**config.mk**
```make
export PLATFORM = sky130hd
export DESIGN_NAME = secuencia_generador_flat
export DESIGN_NICKNAME = d
export VERILOG_FILES = /design/src/rtl/secuencia_generador_pkg.sv /design/src/rtl/secuencia_generador_if.sv /design/src/rtl/secuencia_generador_divisor_tick.sv /design/src/rtl/secuencia_generador.sv /design/src/flat_wrapper.sv
export SDC_FILE = /design/constraint.sdc
export NUM_CORES = 1
export LEC_CHECK = 0
export ABC_AREA = 1
export CAP_MARGIN = 20
export CORE_MARGIN = 2
export CORE_UTILIZATION = 60
export CTS_CLUSTER_SIZE = 8
export DETAILED_ROUTE_END_ITERATION = 12
export PLACE_DENSITY = 0.82
export RECOVER_POWER = 50
export SLEW_MARGIN = 10
export SYNTH_ARGS = -nofsm -noshare
export SYNTH_HDL_FRONTEND = slang
export SYNTH_SLANG_ARGS = --single-unit
```
**constraint.sdc**
```tcl
create_clock -name clk -period 2.9 [get_ports clk]
set_input_delay 0.435 -clock clk [delete_from_list [all_inputs] [get_ports clk]]
set_output_delay 0.435 -clock clk [all_outputs]
set_load 0.005 [all_outputs]
```
**src/rtl/secuencia_generador_pkg.sv**
```systemverilog
// rtl/secuencia_generador_pkg.sv - shared defaults for the serial pattern generator
package secuencia_generador_pkg;

  localparam int SG_WIDTH = 8;
  localparam int SG_LEN_W = 4;
  localparam int SG_DIV_W = 16;

endpackage

```
**src/rtl/secuencia_generador_if.sv**
```systemverilog
// rtl/secuencia_generador_if.sv - host-side bundle of the serial pattern generator
interface secuencia_generador_if
  import secuencia_generador_pkg::*;
#(
  parameter int WIDTH = SG_WIDTH,
  parameter int LEN_W = SG_LEN_W,
  parameter int DIV_W = SG_DIV_W
) ();

  logic             start;
  logic [WIDTH-1:0] pattern;
  logic [LEN_W-1:0] len;
  logic [DIV_W-1:0] div;
  logic             w;
  logic             bit_strobe;
  logic             busy;
  logic             done;

  modport master (
    output start, pattern, len, div,
    input  w, bit_strobe, busy, done
  );

  modport slave (
    input  start, pattern, len, div,
    output w, bit_strobe, busy, done
  );

endinterface

```
**src/rtl/secuencia_generador_divisor_tick.sv**
```systemverilog
// rtl/secuencia_generador_divisor_tick.sv - 0..term counter with a tick at terminal count
// Equality compare on the terminal value, so an all-ones term never wraps early.
module divisor_tick #(
  parameter int N_W = 16
) (
  input  logic           clk,
  input  logic           reset,
  input  logic           clr,
  input  logic           en,
  input  logic [N_W-1:0] term,
  output logic           tick
);

  logic [N_W-1:0] cnt_q, cnt_d;

  always_comb begin
    cnt_d = cnt_q;
    if (clr) begin
      cnt_d = '0;
    end else if (en) begin
      cnt_d = (cnt_q == term) ? '0 : cnt_q + 1'b1;
    end
  end

  assign tick = en && !clr && (cnt_q == term);

  always_ff @(posedge clk or negedge reset) begin
    if (!reset) begin
      cnt_q <= '0;
    end else begin
      cnt_q <= cnt_d;
    end
  end

endmodule

```
**src/rtl/secuencia_generador.sv**
```systemverilog
// rtl/secuencia_generador.sv - MSB-first serial pattern generator with programmable bit period
module secuencia_generador
  import secuencia_generador_pkg::*;
#(
  parameter int WIDTH = SG_WIDTH,
  parameter int LEN_W = SG_LEN_W,
  parameter int DIV_W = SG_DIV_W
) (
  input  logic                  clk,
  input  logic                  reset,
  secuencia_generador_if.slave  sif
);

  localparam logic [1:0] IDLE   = 2'd0;
  localparam logic [1:0] SEND   = 2'd1;
  localparam logic [1:0] FINISH = 2'd2;
  localparam logic [LEN_W-1:0] WIDTH_L = LEN_W'(WIDTH);

  typedef enum logic [1:0] {
    S_IDLE    = IDLE,
    S_SEND    = SEND,
    S_FINISH  = FINISH,
    S_ILLEGAL = 2'd3
  } state_t;

  state_t           state_q, state_d;
  logic [WIDTH-1:0] sr_q, sr_d, sr_load, sr_next;
  logic [LEN_W-1:0] bits_q, bits_d, len_c;
  logic [DIV_W-1:0] div_q, div_d;
  logic             w_q, w_d;
  logic             strobe_q, strobe_d;
  logic             busy_q, busy_d;
  logic             done_q, done_d;
  logic             cnt_clr, cnt_en, tick;

  divisor_tick #(.N_W(DIV_W)) u_div (
    .clk   (clk),
    .reset (reset),
    .clr   (cnt_clr),
    .en    (cnt_en),
    .term  (div_q),
    .tick  (tick)
  );

  // Left-align the frame so the first bit always sits at the shift register MSB.
  assign len_c   = (sif.len > WIDTH_L) ? WIDTH_L : sif.len;
  assign sr_load = sif.pattern << (WIDTH_L - len_c);
  assign sr_next = sr_q << 1;

  always_comb begin
    state_d  = state_q;
    sr_d     = sr_q;
    bits_d   = bits_q;
    div_d    = div_q;
    w_d      = 1'b0;
    strobe_d = 1'b0;
    busy_d   = 1'b0;
    done_d   = 1'b0;
    cnt_clr  = 1'b0;
    cnt_en   = 1'b0;
    case (state_q)
      S_IDLE: begin
        if (sif.start) begin
          busy_d = 1'b1;
          if (len_c != '0) begin
            state_d  = S_SEND;
            sr_d     = sr_load;
            bits_d   = len_c;
            div_d    = sif.div;
            w_d      = sr_load[WIDTH-1];
            strobe_d = 1'b1;
            cnt_clr  = 1'b1;
          end else begin
            state_d = S_FINISH;
            done_d  = 1'b1;
          end
        end
      end
      S_SEND: begin
        cnt_en = 1'b1;
        busy_d = 1'b1;
        w_d    = w_q;
        if (tick) begin
          if (bits_q > 1) begin
            bits_d   = bits_q - 1'b1;
            sr_d     = sr_next;
            w_d      = sr_next[WIDTH-1];
            strobe_d = 1'b1;
          end else begin
            state_d = S_FINISH;
            bits_d  = '0;
            w_d     = 1'b0;
            done_d  = 1'b1;
          end
        end
      end
      S_FINISH: begin
        state_d = S_IDLE;
      end
      default: begin
        state_d = S_IDLE;
      end
    endcase
  end

  always_ff @(posedge clk or negedge reset) begin
    if (!reset) begin
      state_q  <= S_IDLE;
      sr_q     <= '0;
      bits_q   <= '0;
      div_q    <= '0;
      w_q      <= 1'b0;
      strobe_q <= 1'b0;
      busy_q   <= 1'b0;
      done_q   <= 1'b0;
    end else begin
      state_q  <= state_d;
      sr_q     <= sr_d;
      bits_q   <= bits_d;
      div_q    <= div_d;
      w_q      <= w_d;
      strobe_q <= strobe_d;
      busy_q   <= busy_d;
      done_q   <= done_d;
    end
  end

  assign sif.w          = w_q;
  assign sif.bit_strobe = strobe_q;
  assign sif.busy       = busy_q;
  assign sif.done       = done_q;

endmodule

```
**src/flat_wrapper.sv**
```systemverilog
// flat-port wrapper written by rule: the top's interface ports become plain ports
module secuencia_generador_flat import secuencia_generador_pkg::*;
#(
  parameter int WIDTH = SG_WIDTH,
  parameter int LEN_W = SG_LEN_W,
  parameter int DIV_W = SG_DIV_W
)
  (clk, reset, sif_start, sif_pattern, sif_len, sif_div, sif_w, sif_bit_strobe, sif_busy, sif_done);
  secuencia_generador_if #(.WIDTH(WIDTH), .LEN_W(LEN_W), .DIV_W(DIV_W)) sif_i ();
  input  logic clk;
  input  logic reset;
  input wire logic [$bits(sif_i.start)-1:0] sif_start;
  input wire logic [$bits(sif_i.pattern)-1:0] sif_pattern;
  input wire logic [$bits(sif_i.len)-1:0] sif_len;
  input wire logic [$bits(sif_i.div)-1:0] sif_div;
  output wire logic [$bits(sif_i.w)-1:0] sif_w;
  output wire logic [$bits(sif_i.bit_strobe)-1:0] sif_bit_strobe;
  output wire logic [$bits(sif_i.busy)-1:0] sif_busy;
  output wire logic [$bits(sif_i.done)-1:0] sif_done;
  assign sif_i.start = sif_start;
  assign sif_i.pattern = sif_pattern;
  assign sif_i.len = sif_len;
  assign sif_i.div = sif_div;
  assign sif_w = sif_i.w;
  assign sif_bit_strobe = sif_i.bit_strobe;
  assign sif_busy = sif_i.busy;
  assign sif_done = sif_i.done;
  secuencia_generador #(.WIDTH(WIDTH), .LEN_W(LEN_W), .DIV_W(DIV_W)) u_core (.clk(clk), .reset(reset), .sif(sif_i));
endmodule
```
==> results of run 1 <==
worst max-delay path, cell delays in order:
cell	delay (ns)
clkdlybuf4s50_1	0.41
inv_1	0.13
nand2_1	0.09
ha_1	0.22
nand2_1	0.13
nand2_1	0.11
nand2_2	0.35
inv_1	0.19
nand2_1	0.09
o21ai_0	0.08
layout make-up:
cell class	count	area (sq um)	share of cell area, %
Timing Repair Buffer	39	364	10.4
Sequential cell	49	1230	35.2
Clock buffer	8	80.1	2.30
Multi-Input combinational cell	305	1530	43.8
Inverter	55	206	5.92
Tap cell	67	83.8	2.40
cell usage after synthesis:
library cell	number	area (sq um)
and3_1	1	6.26
o22ai_1	9	56.3
dfrtp_1	49	1230
nand3_2	1	10.0
nand2_4	2	22.5
nor2_4	2	22.5
nand4_1	5	31.3
nor3_1	4	20.0
nand3_1	34	170
xor2_1	10	87.6
ha_1	4	50.1
inv_1	48	180
nor2_1	41	154
inv_2	7	26.3
o22ai_2	7	87.6
buf_2	1	5.00
nor2_8	1	20.0
buf_12	1	20.0
nand2_8	1	20.0
buf_4	2	15.0
xnor2_1	2	17.5
nand2_1	144	541
a21oi_1	18	90.1
o21ai_0	11	55.1
clkbuf_1	5	18.8
nand2_2	2	12.5
nand3_4	1	17.5
nor3_2	1	10.0
o211ai_1	3	22.5
nand3b_1	1	7.51
cell usage in the layout (no fill, tap or decap), drive strengths merged:
| cell type | n |
|---|---|
| clkbuf | 11 |
| nand3b | 1 |
| buf | 3 |
| and3 | 1 |
| nor2 | 44 |
| nand3 | 36 |
| o22ai | 16 |
| o211ai | 3 |
| nand2 | 149 |
| dfrtp | 49 |
| xor2 | 10 |
| dlygate4sd3 | 1 |
| a21oi | 18 |
| inv | 55 |
| xnor2 | 2 |
| o21ai | 11 |
| clkdlybuf4s50 | 32 |
| nor3 | 5 |
| ha | 4 |
| nand4 | 5 |
registers in the layout, indices dropped and copies added (netlist names):
signal,cells
u_core.bits_q,4
u_core.div_q,16
u_core.sif.bit_strobe,1
u_core.sif.busy,1
u_core.sif.done,1
u_core.sif.w,1
u_core.sr_q,7
u_core.state_q,2
u_core.u_div.cnt_q,16
cell families (layout without fill, tap and decap cells):
group,count (synthesis),count (layout),synth area share (%)
and+or+nand+nor,241,241,35.2
buffers and inverters,64,102,8.77
xor gates and xnor gates,12,12,3.48
DFF,49,49,40.6
adders and majority gates,4,4,1.66
AOI/OAI and AO/OA,48,48,10.3
worst max-delay path by stage:
stage          startpoint                                  to  slack (ns)  cells past startpoint
2_1_floorplan  sif_len[3]   u_core.u_div.cnt_q[2]$_DFFE_PN0P_        1.00                      9
3_3_place_gp   sif_len[3]   u_core.u_div.cnt_q[0]$_DFFE_PN0P_        0.64                     10
3_5_place_dp   sif_len[3]  u_core.u_div.cnt_q[15]$_DFFE_PN0P_        0.53                     10
4_1_cts        sif_len[3]  u_core.u_div.cnt_q[15]$_DFFE_PN0P_        0.85                     10
5_1_grt        sif_len[3]   u_core.u_div.cnt_q[0]$_DFFE_PN0P_        0.65                     10
6_report       sif_len[3]  u_core.u_div.cnt_q[15]$_DFFE_PN0P_        0.83                     10
per-stage QoR:
step / util, % / cells
detailed placement: 71.5 / 515
CTS: 73.2 / 523
global placement: 71.5 / 515
finish: 72.9 / 523
floorplan: - / 418
global route: 72.9 / 523
metal layers:
metal  GRT usage, %  up-vias  share of wire, %
met1           30.2     1255                42
met4           9.33        0               1.7
met5              0        -                 0
met2           45.7       63                53
li1               -     1401                 -
met3           3.75       12               3.9
power breakdown:
part,switching [mW],total (mW),internal (mW)
sequential,0.264,1.21,0.949
combinational,0.631,1.09,0.464
clock,0.219,0.391,0.172
total,1.11,2.70,1.58
==> results.md, run 1 <==
- Setup tns final: 0 ns
- Mapped Area: 3020 sq um
- Register area share after synthesis: around 41%
- DP Area: between 3000 and 4000 sq um
- CTS tree: yes
- Net Count, Synth: 453
- ANT cells: 0
- Initial antenna violation count: 0
- Core Region: 4790 sq um
- Cts repair resizes: 0
- Die area: between 5000 and 6000 sq um
- Synth unique cells: 30
- Vias/cell: ~5.2
- CTS Buffer Depth: 2
- Syn Inst Count: 418
- Port buffer count: 34
- Max-slew headroom: -15.1%
- Yosys warning total: 0
- Clk sinks: 49
- Area Overhead vs Synth: 15.4%
- Clk root buf: clkbuf_8
- Startpoint Class: input port
- Final Power: around 2.7 mW
- # setup viols final: 0
- Maxcap violations: 1
- Leak: about 1.8 nW
- CTS Hold Bufs: 0
- Worst EP arrival: ~2.2 ns
- Worst Tran Pin Value: 1.73 ns
- Peak supply drop: 0.600 mV
- Final Cycle Share: between 70 and 80%
- R2r startpoint: u_core.bits_q[0]$_DFFE_PN0P_
- Hold Path Origin: u_core.u_div.cnt_q[13]$_DFFE_PN0P_
- Final Skew: just under 0.005 ns
- WL final: 6.30 mm
- Die W: 75.0 um
- Hold WC Path Type: reg -> reg
- IO Count: 35
- Fin nets: 490
- Worst path required time: 3.08 ns
- Worst Hold Depth: 2
- Setup crit end kind: flop
- P per Cell Area: 774 nW/um^2
- Postcts setup bufs: 0
- Post-route cell area: between 3000 and 4000 sq um
- Worst-path fanout max: 17
- First-pass GRT wire length: around 11 mm
- Initial Util: 63.2%
- Largest net degree at the start of global routing: 33
- Skew-Pair Late Insertion Delay: about 0.30 ns
- Hold WS: slightly above 0.5 ns
- Reg2Reg Depth: 9
- Reg2Reg Setup Slack: ~1.1 ns
- Die height: 75.0 um
- HPWL after DPL: approximately 4.9 mm
- Max Clk Rate: 0.483 GHz
- Status: complete, but fails checks
- Fillers: between 400 and 500
- Total track usage: roughly a quarter
- DRT iter0 DRCs: between 200 and 250
- Remaining DRCs: 0
- Endpoint, Worst Hold: u_core.u_div.cnt_q[13]$_DFFE_PN0P_
- RePlAce Congestion: about 0.95
- Clk pin slew, worst setup/hold paths: ~0.08 ns
- Final ANT Viol Nets: 0
- Final Hold Viols: 0
- Violated checks: max-capacitance violations, max-slew violations
- Syn avg cell area: approximately 7.2 sq um
- #FFs+latches synth: between 40 and 50
- Post-route minimum period: ~2.1 ns
- Worst slack at placement: around 0.53 ns
- Placement row count: 25
- Kind of critical path: in -> reg
- FF-to-FF End: u_core.sr_q[3]$_DFFE_PN0P_
- DRT Pass-1 Iters: 4
- Htree depth: 2
- Final WS setup: roughly 0.83 ns
- Total CTS buffers: 5
- Final slew viol count: 33
- RSZ-0062 raised after global routing: no
- Layout cell share with drive strength beyond 1: 7.02%
- Wire per inst: around 12 um
- Vias: ~2700
- Remaining Overflow, GRT: 0
- Vias in the first global route: approximately 2700
No activity file was read; power rests on OpenSTA's default activity.
==> run 2, diff against run 1 <==
CORE_UTILIZATION = 51   (was 60)
PLACE_DENSITY = 0.74   (was 0.82)
clock period = 1.8 ns   (was 2.9 ns; I/O delays follow)
==> run 2 against run 1 <==
  * The flow now finishes without violations
  * Design area increased by 7.4%
  * Core utilization decreased by 8.5 points
  * Setup slack got worse by 0.70 ns
  * Count of clock-buffer cells in the layout decreased by 2
  * Die area increased by 17%
  * Sequential share of layout area decreased by 2.4 points
  * Hold slack got worse by 0.0022 ns
  * Total power increased by 71%
  * Routed wire length increased by 1.8%
  * First-iteration DRC count decreased by 30%
  * Largest cell class unchanged
  * Largest power group unchanged
==> results.md, run 2 (same netlist as run 1, synthesis figures left out) <==
- Status: completed
- WL met1: 2.82 mm
- Max Clk Rate: between 0.6 and 0.7 GHz
- Vias in the first global route: between 2000 and 3000
- Remaining DRCs: 0
- Worst Tran Pin Value: between 1 and 1.5 ns
- Final Skew: 0.00940 ns
- Maxcap violations: 0
- Kind of critical path: in -> reg
- Total CTS buffers: 5
- Port buffer count: 34
- Startpoint Class: input port
- CTS tree: yes
- Initial Util: between 50 and 60%
- Hold Path Origin: u_core.sr_q[1]$_DFFE_PN0P_
- Final ANT Viol Nets: 0
- DRT iter0 DRCs: between 100 and 150
- Remaining Overflow, GRT: 0
- Clk sinks: between 40 and 50
- Most frequent cells in the layout: nand2_1 (144), inv_1 (48), dfrtp_1 (47)
- Hold WC Path Type: reg -> reg
- Final Util: about 64%
- Initial antenna violation count: 0
- Htree depth: 2
- Largest net degree at the start of global routing: 27
- Max-slew headroom: between 20% and 30%
- WL final: roughly 6.4 mm
- R2r startpoint: u_core.u_div.cnt_q[8]$_DFFE_PN0P_
- # setup viols final: 0
- Final Hold Viols: 0
- Setup crit end kind: flop
- Endpoint, Worst Hold: u_core.sr_q[1]$_DFFE_PN0P_
- Worst-path fanout max: 5
- Peak supply drop: 0.629 mV
- Vias/cell: roughly 5.1
- CTS Buffer Depth: 2
- Post-route minimum period: between 1.5 and 2 ns
- Final Cycle Share: between 90% and 100%
- Most common cell after layout, fill and taps aside: nand2_1
- Wire per inst: 11.7 um
- Max Used Layer: met4
- Layout cell share with drive strength beyond 1: ~12%
- Final WS setup: between 0.1 and 0.15 ns
- Die area: 6560 sq um
- IO Count: 35
- Final slew viol count: 0
- Leak: approximately 1.9 nW
- Reg2Reg Setup Slack: 0.22 ns
- Total track usage: between 20% and 30%
- DRT Pass-1 Iters: 4
- Area Overhead vs Synth: 23.9%
- Reg2Reg Depth: 10
- HPWL after DPL: ~4.9 mm
- Fillers: roughly 550
- Core Region: just under 6000 sq um
- Worst Hold Depth: 2
- Met2 WL: approximately 3.3 mm
- Die height: between 80 and 90 um
- Worst path required time: around 2.0 ns
- FF-to-FF End: u_core.u_div.cnt_q[6]$_DFFE_PN0P_
- Vias: between 2000 and 3000
- Placement row count: 28
- RePlAce Congestion: 0.927
- Clk root buf: clkbuf_8
- ANT cells: 0
- Fin nets: just over 500
- Routed wl met3: around 180 um
- Die W: slightly above 80 um
- Worst slack at placement: -0.208 ns
- Worst EP arrival: 1.91 ns
- Top Registers: u_core.div_q (16), u_core.u_div.cnt_q (16), u_core.sr_q (7)
- P per Cell Area: 1230 nW/um^2
- Clk pin slew, worst setup/hold paths: approximately 0.090 ns
- First-pass GRT wire length: 10.9 mm
- Skew-Pair Late Insertion Delay: ~0.30 ns
- RSZ-0062 raised after global routing: no
[run 2: per-layer routing]
| layer | GRT usage, % | up-vias |
|---|---|---|
| li1 | - | 1435 |
| met1 | 24.3 | 1291 |
| met2 | 39.4 | 47 |
| met3 | 3.33 | 8 |
| met4 | 6.61 | 0 |
| met5 | 0 | - |
[run 2: worst max-delay path by stage]
stage	cells after the start	slack, ns	endpoint	start
after CTS	11	0.10	u_core.sr_q[6]$_DFFE_PN0P_	sif_len[3]
after global placement	11	-0.11	u_core.sr_q[6]$_DFFE_PN0P_	sif_len[3]
after global routing	10	0.01	u_core.u_div.cnt_q[0]$_DFFE_PN0P_	sif_len[3]
after detailed placement	11	-0.21	u_core.sr_q[6]$_DFFE_PN0P_	sif_len[3]
after floorplan	9	0.07	u_core.u_div.cnt_q[2]$_DFFE_PN0P_	sif_len[3]
final	11	0.14	u_core.sr_q[6]$_DFFE_PN0P_	sif_len[3]
[run 2: power by group]
group / internal [mW] / leakage [nW] / switching (mW)
Clock: 0.452 / 0.0574 / 0.371
Sequential: 1.53 / 0.577 / 0.395
Combinational: 0.822 / 1.27 / 1.03
[run 2: through the flow]
| step | setup TNS, ns | area, sq um | total power, mW | cells | hold slack (ns) |
|---|---|---|---|---|---|
| 2_1_floorplan | 0 | 3020 | 3.25 | 418 | -0.0256 |
| 3_3_place_gp | -1.29 | 3570 | 3.70 | 536 | 0.248 |
| 3_5_place_dp | -2.86 | 3570 | 3.78 | 536 | 0.253 |
| 4_1_cts | 0 | 3700 | 4.63 | 545 | 0.463 |
| 5_1_grt | 0 | 3740 | 5.03 | 549 | 0.541 |
| 6_report | 0 | 3740 | 4.61 | 549 | 0.517 |
[run 2: timing repair]
item | CTS | global route
setup endpoints to repair | 0 | 5
resized for setup | 0 | 5
endpoints found under the hold margin | 18 | 0
hold buffers | 1 | 0
setup buffers | 0 | 4
[run 2: final cells by class]
| type | instances | area, sq um | area share, % |
|---|---|---|---|
| Timing Repair Buffer | 57 | 559 | 14.9 |
| Clock buffer | 6 | 82.6 | 2.21 |
| Inverter | 55 | 206 | 5.51 |
| Clock inverter | 2 | 37.5 | 1.00 |
| Sequential cell | 49 | 1230 | 32.8 |
| Tap cell | 75 | 93.8 | 2.51 |
| Multi-Input combinational cell | 305 | 1540 | 41.0 |
[run 2: worst max-delay path, stage by stage]
cell and delay [ns]:
clkdlybuf4s50_1 0.42, inv_1 0.09, nand2_1 0.08, ha_1 0.24, xor2_2 0.28, inv_1 0.13
nor2_1 0.14, nand2_1 0.07, nand3_1 0.09, nand2_1 0.05, nand2_1 0.05
